File: src/rtl/decode_stage_pkg.sv
// ============================================================================
// Module   : decode_stage_pkg
// Brief    : Shared control encodings, opcodes and decode helpers.
// Revision : 1.0
// ============================================================================
`default_nettype none

package decode_stage_pkg;

    // RV32I ALU codes keep their values; the M codes extend the range.
    typedef enum logic [4:0] {
        ALU_NONE   = 5'd0,
        ALU_ADD    = 5'd1,
        ALU_SUB    = 5'd2,
        ALU_SLL    = 5'd3,
        ALU_SLT    = 5'd4,
        ALU_SLTU   = 5'd5,
        ALU_XOR    = 5'd6,
        ALU_SRL    = 5'd7,
        ALU_SRA    = 5'd8,
        ALU_OR     = 5'd9,
        ALU_AND    = 5'd10,
        ALU_MUL    = 5'd11,
        ALU_MULH   = 5'd12,
        ALU_MULHSU = 5'd13,
        ALU_MULHU  = 5'd14,
        ALU_DIV    = 5'd15,
        ALU_DIVU   = 5'd16,
        ALU_REM    = 5'd17,
        ALU_REMU   = 5'd18
    } alu_op_e;

    typedef enum logic [2:0] {
        JUMP_NONE = 3'd0,
        JUMP_JAL  = 3'd1,
        JUMP_JALR = 3'd2,
        JUMP_IF_0 = 3'd3,
        JUMP_IF_1 = 3'd4
    } jump_e;

    typedef enum logic [2:0] {
        SRC_NONE = 3'd0,
        SRC_ALU  = 3'd1,
        SRC_MEM  = 3'd2,
        SRC_PC4  = 3'd3,
        SRC_IMM  = 3'd4
    } regsrc_e;

    typedef enum logic [1:0] {
        MEM_NONE  = 2'd0,
        MEM_READ  = 2'd1,
        MEM_WRITE = 2'd2
    } mem_op_e;

    typedef enum logic [2:0] {
        RD_NONE = 3'd0,
        RD_LB   = 3'd1,
        RD_LH   = 3'd2,
        RD_LW   = 3'd3,
        RD_LBU  = 3'd4,
        RD_LHU  = 3'd5
    } mem_read_e;

    localparam logic [3:0] MASK_NONE = 4'b0000;
    localparam logic [3:0] MASK_B    = 4'b0001;
    localparam logic [3:0] MASK_H    = 4'b0011;
    localparam logic [3:0] MASK_W    = 4'b1111;

    localparam logic [6:0] OP_LUI    = 7'b0110111;
    localparam logic [6:0] OP_AUIPC  = 7'b0010111;
    localparam logic [6:0] OP_JAL    = 7'b1101111;
    localparam logic [6:0] OP_JALR   = 7'b1100111;
    localparam logic [6:0] OP_BRANCH = 7'b1100011;
    localparam logic [6:0] OP_LOAD   = 7'b0000011;
    localparam logic [6:0] OP_STORE  = 7'b0100011;
    localparam logic [6:0] OP_IMM    = 7'b0010011;
    localparam logic [6:0] OP_OP     = 7'b0110011;

    localparam logic [6:0] F7_BASE   = 7'b0000000;
    localparam logic [6:0] F7_ALT    = 7'b0100000;
    localparam logic [6:0] F7_MULDIV = 7'b0000001;

    typedef struct packed {
        alu_op_e    alu_op;
        logic       alu1_pc;
        logic       alu2_imm;
        jump_e      jump_type;
        regsrc_e    regfile_src;
        mem_op_e    mem_op;
        mem_read_e  mem_read_type;
        logic [3:0] mem_write_mask;
    } ctrl_t;

    localparam ctrl_t CTRL_NONE = '0;

    function automatic alu_op_e alu_from_funct3(input logic [2:0] f3, input logic alt);
        case (f3)
            3'b000:  return alt ? ALU_SUB : ALU_ADD;
            3'b001:  return ALU_SLL;
            3'b010:  return ALU_SLT;
            3'b011:  return ALU_SLTU;
            3'b100:  return ALU_XOR;
            3'b101:  return alt ? ALU_SRA : ALU_SRL;
            3'b110:  return ALU_OR;
            default: return ALU_AND;
        endcase
    endfunction

    function automatic alu_op_e muldiv_from_funct3(input logic [2:0] f3);
        case (f3)
            3'b000:  return ALU_MUL;
            3'b001:  return ALU_MULH;
            3'b010:  return ALU_MULHSU;
            3'b011:  return ALU_MULHU;
            3'b100:  return ALU_DIV;
            3'b101:  return ALU_DIVU;
            3'b110:  return ALU_REM;
            default: return ALU_REMU;
        endcase
    endfunction

endpackage

`default_nettype wire

File: src/rtl/decode_stage_instr_decoder.sv
// ============================================================================
// Module   : instr_decoder
// Brief    : Pure combinational RV32I(+M) decode into a control bundle.
// Revision : 1.0
// ============================================================================
`default_nettype none

module instr_decoder #(
    parameter int XLEN = 32,
    parameter int EN_M = 0
) (
    input  logic [31:0]                    instr,
    output decode_stage_pkg::ctrl_t        ctrl,
    output logic [4:0]                     rd,
    output logic [4:0]                     rs1,
    output logic [4:0]                     rs2,
    output logic [XLEN-1:0]                imm,
    output logic                           illegal
);
    import decode_stage_pkg::*;

    logic [6:0]  w_opcode;
    logic [2:0]  w_f3;
    logic [6:0]  w_f7;
    logic [31:0] w_imm_i, w_imm_s, w_imm_b, w_imm_u, w_imm_j;
    logic [31:0] w_imm32;
    logic        w_bad;

    assign w_opcode = instr[6:0];
    assign w_f3     = instr[14:12];
    assign w_f7     = instr[31:25];

    assign w_imm_i = {{20{instr[31]}}, instr[31:20]};
    assign w_imm_s = {{20{instr[31]}}, instr[31:25], instr[11:7]};
    assign w_imm_b = {{19{instr[31]}}, instr[31], instr[7], instr[30:25], instr[11:8], 1'b0};
    assign w_imm_u = {instr[31:12], 12'b0};
    assign w_imm_j = {{11{instr[31]}}, instr[31], instr[19:12], instr[20], instr[30:21], 1'b0};

    always_comb begin
        ctrl    = CTRL_NONE;
        rd      = 5'd0;
        rs1     = 5'd0;
        rs2     = 5'd0;
        w_imm32 = 32'd0;
        w_bad   = 1'b0;

        case (w_opcode)
            OP_LUI: begin
                rd               = instr[11:7];
                w_imm32          = w_imm_u;
                ctrl.regfile_src = SRC_IMM;
            end
            OP_AUIPC: begin
                rd               = instr[11:7];
                w_imm32          = w_imm_u;
                ctrl.alu_op      = ALU_ADD;
                ctrl.alu1_pc     = 1'b1;
                ctrl.alu2_imm    = 1'b1;
                ctrl.regfile_src = SRC_ALU;
            end
            OP_JAL: begin
                rd               = instr[11:7];
                w_imm32          = w_imm_j;
                ctrl.alu_op      = ALU_ADD;
                ctrl.alu1_pc     = 1'b1;
                ctrl.alu2_imm    = 1'b1;
                ctrl.jump_type   = JUMP_JAL;
                ctrl.regfile_src = SRC_PC4;
            end
            OP_JALR: begin
                rd               = instr[11:7];
                rs1              = instr[19:15];
                w_imm32          = w_imm_i;
                ctrl.alu_op      = ALU_ADD;
                ctrl.alu2_imm    = 1'b1;
                ctrl.jump_type   = JUMP_JALR;
                ctrl.regfile_src = SRC_PC4;
                w_bad            = (w_f3 != 3'b000);
            end
            OP_BRANCH: begin
                rs1     = instr[19:15];
                rs2     = instr[24:20];
                w_imm32 = w_imm_b;
                // Equality compares via XOR (zero means equal); ordering via SLT/SLTU.
                case (w_f3)
                    3'b000:  begin ctrl.alu_op = ALU_XOR;  ctrl.jump_type = JUMP_IF_0; end
                    3'b001:  begin ctrl.alu_op = ALU_XOR;  ctrl.jump_type = JUMP_IF_1; end
                    3'b100:  begin ctrl.alu_op = ALU_SLT;  ctrl.jump_type = JUMP_IF_1; end
                    3'b101:  begin ctrl.alu_op = ALU_SLT;  ctrl.jump_type = JUMP_IF_0; end
                    3'b110:  begin ctrl.alu_op = ALU_SLTU; ctrl.jump_type = JUMP_IF_1; end
                    3'b111:  begin ctrl.alu_op = ALU_SLTU; ctrl.jump_type = JUMP_IF_0; end
                    default: w_bad = 1'b1;
                endcase
            end
            OP_LOAD: begin
                rd               = instr[11:7];
                rs1              = instr[19:15];
                w_imm32          = w_imm_i;
                ctrl.alu_op      = ALU_ADD;
                ctrl.alu2_imm    = 1'b1;
                ctrl.regfile_src = SRC_MEM;
                ctrl.mem_op      = MEM_READ;
                case (w_f3)
                    3'b000:  ctrl.mem_read_type = RD_LB;
                    3'b001:  ctrl.mem_read_type = RD_LH;
                    3'b010:  ctrl.mem_read_type = RD_LW;
                    3'b100:  ctrl.mem_read_type = RD_LBU;
                    3'b101:  ctrl.mem_read_type = RD_LHU;
                    default: w_bad = 1'b1;
                endcase
            end
            OP_STORE: begin
                rs1           = instr[19:15];
                rs2           = instr[24:20];
                w_imm32       = w_imm_s;
                ctrl.alu_op   = ALU_ADD;
                ctrl.alu2_imm = 1'b1;
                ctrl.mem_op   = MEM_WRITE;
                case (w_f3)
                    3'b000:  ctrl.mem_write_mask = MASK_B;
                    3'b001:  ctrl.mem_write_mask = MASK_H;
                    3'b010:  ctrl.mem_write_mask = MASK_W;
                    default: w_bad = 1'b1;
                endcase
            end
            OP_IMM: begin
                rd               = instr[11:7];
                rs1              = instr[19:15];
                w_imm32          = w_imm_i;
                ctrl.alu2_imm    = 1'b1;
                ctrl.regfile_src = SRC_ALU;
                ctrl.alu_op      = alu_from_funct3(w_f3, (w_f3 == 3'b101) && (w_f7 == F7_ALT));
                if (w_f3 == 3'b001)
                    w_bad = (w_f7 != F7_BASE);
                else if (w_f3 == 3'b101)
                    w_bad = (w_f7 != F7_BASE) && (w_f7 != F7_ALT);
            end
            OP_OP: begin
                rd               = instr[11:7];
                rs1              = instr[19:15];
                rs2              = instr[24:20];
                ctrl.regfile_src = SRC_ALU;
                if (w_f7 == F7_BASE)
                    ctrl.alu_op = alu_from_funct3(w_f3, 1'b0);
                else if ((w_f7 == F7_ALT) && ((w_f3 == 3'b000) || (w_f3 == 3'b101)))
                    ctrl.alu_op = alu_from_funct3(w_f3, 1'b1);
                else if ((w_f7 == F7_MULDIV) && (EN_M != 0))
                    ctrl.alu_op = muldiv_from_funct3(w_f3);
                else
                    w_bad = 1'b1;
            end
            default: w_bad = 1'b1;
        endcase

        if (instr[1:0] != 2'b11)
            w_bad = 1'b1;

        // Illegal words still flow down the pipe, but carry no side effects.
        if (w_bad) begin
            ctrl    = CTRL_NONE;
            rd      = 5'd0;
            rs1     = 5'd0;
            rs2     = 5'd0;
            w_imm32 = 32'd0;
        end
    end

    assign imm     = XLEN'($signed(w_imm32));
    assign illegal = w_bad;

endmodule

`default_nettype wire

File: src/rtl/decode_stage.sv
// ============================================================================
// Module   : decode_stage
// Brief    : Valid/ready decode pipeline stage with a single output register.
// Revision : 1.0
// ============================================================================
`default_nettype none

module decode_stage #(
    parameter int XLEN = 32,
    parameter int EN_M = 0
) (
    input  logic            clk,
    input  logic            rst,
    input  logic            in_valid,
    output logic            in_ready,
    input  logic [31:0]     in_instr,
    input  logic [XLEN-1:0] in_pc,
    input  logic            flush,
    output logic            out_valid,
    input  logic            out_ready,
    output logic [XLEN-1:0] out_pc,
    output logic [4:0]      out_rd,
    output logic [4:0]      out_rs1,
    output logic [4:0]      out_rs2,
    output logic [XLEN-1:0] out_imm,
    output logic [4:0]      out_alu_op,
    output logic            out_alu1_pc,
    output logic            out_alu2_imm,
    output logic [2:0]      out_jump_type,
    output logic [2:0]      out_regfile_src,
    output logic [1:0]      out_mem_op,
    output logic [2:0]      out_mem_read_type,
    output logic [3:0]      out_mem_write_mask,
    output logic            out_illegal
);
    import decode_stage_pkg::*;

    ctrl_t           w_ctrl;
    logic [4:0]      w_rd, w_rs1, w_rs2;
    logic [XLEN-1:0] w_imm;
    logic            w_illegal;
    logic            w_accept;

    instr_decoder #(
        .XLEN (XLEN),
        .EN_M (EN_M)
    ) u_instr_decoder (
        .instr   (in_instr),
        .ctrl    (w_ctrl),
        .rd      (w_rd),
        .rs1     (w_rs1),
        .rs2     (w_rs2),
        .imm     (w_imm),
        .illegal (w_illegal)
    );

    assign in_ready = !out_valid || out_ready;
    assign w_accept = in_valid && in_ready && !flush;

    always_ff @(posedge clk) begin
        if (rst) begin
            out_valid          <= 1'b0;
            out_pc             <= '0;
            out_rd             <= 5'd0;
            out_rs1            <= 5'd0;
            out_rs2            <= 5'd0;
            out_imm            <= '0;
            out_alu_op         <= ALU_NONE;
            out_alu1_pc        <= 1'b0;
            out_alu2_imm       <= 1'b0;
            out_jump_type      <= JUMP_NONE;
            out_regfile_src    <= SRC_NONE;
            out_mem_op         <= MEM_NONE;
            out_mem_read_type  <= RD_NONE;
            out_mem_write_mask <= MASK_NONE;
            out_illegal        <= 1'b0;
        end else if (flush) begin
            out_valid <= 1'b0;
        end else if (w_accept) begin
            out_valid          <= 1'b1;
            out_pc             <= in_pc;
            out_rd             <= w_rd;
            out_rs1            <= w_rs1;
            out_rs2            <= w_rs2;
            out_imm            <= w_imm;
            out_alu_op         <= w_ctrl.alu_op;
            out_alu1_pc        <= w_ctrl.alu1_pc;
            out_alu2_imm       <= w_ctrl.alu2_imm;
            out_jump_type      <= w_ctrl.jump_type;
            out_regfile_src    <= w_ctrl.regfile_src;
            out_mem_op         <= w_ctrl.mem_op;
            out_mem_read_type  <= w_ctrl.mem_read_type;
            out_mem_write_mask <= w_ctrl.mem_write_mask;
            out_illegal        <= w_illegal;
        end else if (out_ready) begin
            out_valid <= 1'b0;
        end
    end

endmodule

`default_nettype wire

File: config.mk
export PLATFORM = sky130hd
export DESIGN_NAME = decode_stage
export DESIGN_NICKNAME = d
export VERILOG_FILES = /design/src/rtl/decode_stage_pkg.sv /design/src/rtl/decode_stage_instr_decoder.sv /design/src/rtl/decode_stage.sv
export SDC_FILE = /design/constraint.sdc
export NUM_CORES = 1
export LEC_CHECK = 0
export BUFFER_PORTS_ARGS = -buffer_cell sky130_fd_sc_hd__buf_2
export CORE_MARGIN = 2
export CORE_UTILIZATION = 53
export CTS_CLUSTER_DIAMETER = 120
export DETAILED_ROUTE_END_ITERATION = 10
export PLACE_DENSITY = 0.82
export SETUP_SLACK_MARGIN = 0.05
export SLEW_MARGIN = 20
export SYNTH_ARGS = -nofsm -noshare
export SYNTH_HDL_FRONTEND = slang
export SYNTH_SLANG_ARGS = --single-unit
File: constraint.sdc
create_clock -name clk -period 6.9 [get_ports clk]
set_input_delay 0.69 -clock clk [delete_from_list [all_inputs] [get_ports clk]]
set_output_delay 0.69 -clock clk [all_outputs]
set_load 0.02 [all_outputs]
==> impl_metrics.toml <==
[status]
outcome = "finished clean"

[logic_synthesis]
async_flop_share_pct = 0
syn_inst = 576
synthesis.area_mm2 = 0.00467
synth.yosys.seq_area_share_pct = 43.3
synthesis.nets = 652
synth.area.top_cells = "dfxtp_1 43%, nand2_1 8.1%, nand3_1 5.1%"
synth_top_flop_cell = "dfxtp_1"
synth_largest_area_cell = "dfxtp_1"
number_of_enable_flip_flop_cells_after_synthesis = 0
avgSynthCellArea_um2 = 8.11
synth-seq-cells = 101
synth_top_area_share_pct = 43.3
netlist-cell-type-count = 56
yosys_warnings = 0

[worst_setup_path]
crit_path_launch_type = "primary input"
critPathCaptureType = "flip-flop"
worst-endpoint-required_ps = 7110
cp_slowest_cell = "nor4_1"
path_cells = "buf_2 > nand4bb_1 > nor4_1 > nor3b_1 > a2111o_1 > buf_4 > a221oi_1"
worstSetupPathType = "primary input to flip-flop"
worst-path-max-fanout = 33
cp_slowest_stage_delay_ps = 670
arrival_ps = 3300

[clocking]
worst_setup_hold_path_clk_slew_ps = 100
cts_buffers = 9
cts_repair_resize_count = 0
cts.htree.levels = 3
clock_latency_on_the_worst_skew_pair_ps = 380
cts_sinks = 101
clock-root-buffer = "clkbuf_8"
cts_tree = "done"
ctsLongestPathBuffers = 2
cts_setup_buffers = 0
ctsHoldBuffers = 0

[floorplanning]
die-area_mm2 = 0.00958
number_of_standard_cell_rows_in_the_floorplan = 34
ioPinCount = 173
floorplan.die.height_um = 97.9
initial_utilization_pct = 54.1
die-width_um = 97.9
floorplan.core_area_mm2 = 0.00864

[final_layout]
post_route_cells_drive_above_1_share_pct = 28.2
antenna_cells = 0
multiInputGateArea_mm2 = 0.00237
synthToLayoutAreaGrowth_pct = 22.0
mostFrequentLayoutCells = "171 x buf_2, 101 x nand2_1, 101 x dfxtp_1, 48 x nand3_1, 38 x a21oi_1"
layout.core_utilization_pct = 66.0
layout_fillers = 781
area.sequential_mm2 = 0.00202
nets = 788
final_common_cell = "buf_2"

[drt]
vias = 4845
routed_wire_length_per_instance_um = 16.6
detail-route-antenna-nets = 0
detailedRoute.firstPassIterationCount = 5
drt_wl_total_mm = 13.7
drt_iter0_drc = 345
drcViolationCount = 0
viasPerCell = 5.87

[sta]
timing.final.ws_setup_ps = 3810
unrepaired_setup_endpoints_after_global_routing = "false"
drv_slew = 0
final.setup.tns_ps = 0
relative_slew_slack_pct = 38.5
skew_ps = 15.2
min_period_over_period_pct = 44.7
timing.fmax_mhz = 324
finalWorstPathRequiredPeriod_ps = 3090
max_slew.worst_pin.slew_ps = 915
hold_viol_final = 0
setup_viol = 0

[global_route]
grt_max_degree = 68
grt_overflow_total = 0
via_count_of_the_first_global_routing_pass = 4465
track_usage_pct = 28.1
grt_pass1_wl_mm = 22.3
antenna_found_initial = 0

[place]
placement.io_buffers = 171
pre_cts_ws_ps = 3490
gp_congestion = 0.941
dp_hpwl_mm = 9.90

[pwr]
power.leakage_nw = 2.59
vdd_ir_drop_max_mv = 0.132
power_density_mw_per_mm2 = 192

[worst_hold_path]
min-delay-path-class = "flip-flop to flip-flop"

[job]
maxCapViolCount = 0
registers in the layout, summed over array words and instances, names as in the netlist:
| name | cells |
|---|---|
| out_alu1_pc | 1 |
| out_imm | 32 |
| out_mem_read_type | 3 |
| out_rs1 | 5 |
| out_alu_op | 4 |
| out_regfile_src | 3 |
| out_alu2_imm | 1 |
| out_mem_write_mask | 3 |
| out_rd | 5 |
| out_pc | 32 |
| out_mem_op | 2 |
| out_rs2 | 5 |
| out_illegal | 1 |
| out_jump_type | 3 |
| out_valid | 1 |
layout make-up:
cell class / instances / area share (%)
sequential: 101 / 35.5
inverter: 21 / 1.38
clock inverter: 7 / 1.19
multi-input combinational: 402 / 41.6
tap: 108 / 2.37
timing repair buffer: 177 / 15.8
clock buffer: 9 / 2.17
report_power, final:
part           internal [mW]  switching (mW)
Combinational         0.0420          0.0904
Clock                  0.140           0.226
Sequential             0.592         0.00423
Total                  0.774           0.320
cell usage after synthesis, types with 4 or more instances:
| cell type | n |
|---|---|
| o31ai_1 | 4 |
| buf_1 | 7 |
| a221oi_1 | 10 |
| inv_1 | 20 |
| a22oi_1 | 6 |
| nor4_1 | 7 |
| a21o_1 | 11 |
| dfxtp_1 | 101 |
| nor3b_1 | 4 |
| a22o_1 | 25 |
| or3_1 | 5 |
| a31oi_1 | 6 |
| nor2b_1 | 5 |
| nand4_1 | 7 |
| nand2_1 | 101 |
| o21ai_0 | 28 |
| clkbuf_1 | 39 |
| nand3_1 | 48 |
| a21oi_1 | 38 |
| ha_1 | 7 |
| nor3_1 | 11 |
| o41ai_1 | 14 |
| nor2_1 | 17 |
logic make-up (layout without fill, tap and decap cells):
kind of cell,count (synthesis),in the layout,share of synthesized area [%]
flip-flops,101,101,43.3
buffers and inverters,73,214,6.40
other,1,1,0.0802
multiplexers,1,1,0.214
XOR/XNOR,2,2,0.375
adder cells (fa/ha/maj),8,8,2.09
AND/OR/NAND/NOR,225,225,22.8
AO/OA/AOI/OAI,165,165,24.8
path summary, 6_finish.rpt:
check             slack [ps]  cells after the start        start       endpoint
setup / recovery        3810                      7  in_instr[2]  out_alu_op[1]
hold / removal           460                      2    out_pc[7]      out_pc[7]
setup reg to reg        4540                      7    out_valid  out_alu_op[3]
hold reg to reg          460                      2    out_pc[7]      out_pc[7]
routing by layer:
metal	routed length, µm	track usage (%)
met2	6590	46.0
met1	6010	38.2
met4	228	8.33
met3	843	4.94
met5	0	0
critical path: cells and delay by family:
kind / cells / cell delay, ps
buf+inv: 2 / 590
simple gates: 3 / 1390
compound gates: 2 / 590
per-stage QoR:
step	cells	hold WS [ps]	power, mW	area, µm²
3_3_place_gp	809	436	0.738	5500
5_1_grt	825	481	1.14	5700
6_report	825	458	1.09	5700
3_5_place_dp	809	444	0.741	5500
4_1_cts	825	460	1.10	5690
2_1_floorplan	576	531	0.690	4670
(Power assumes the default switching activity.)
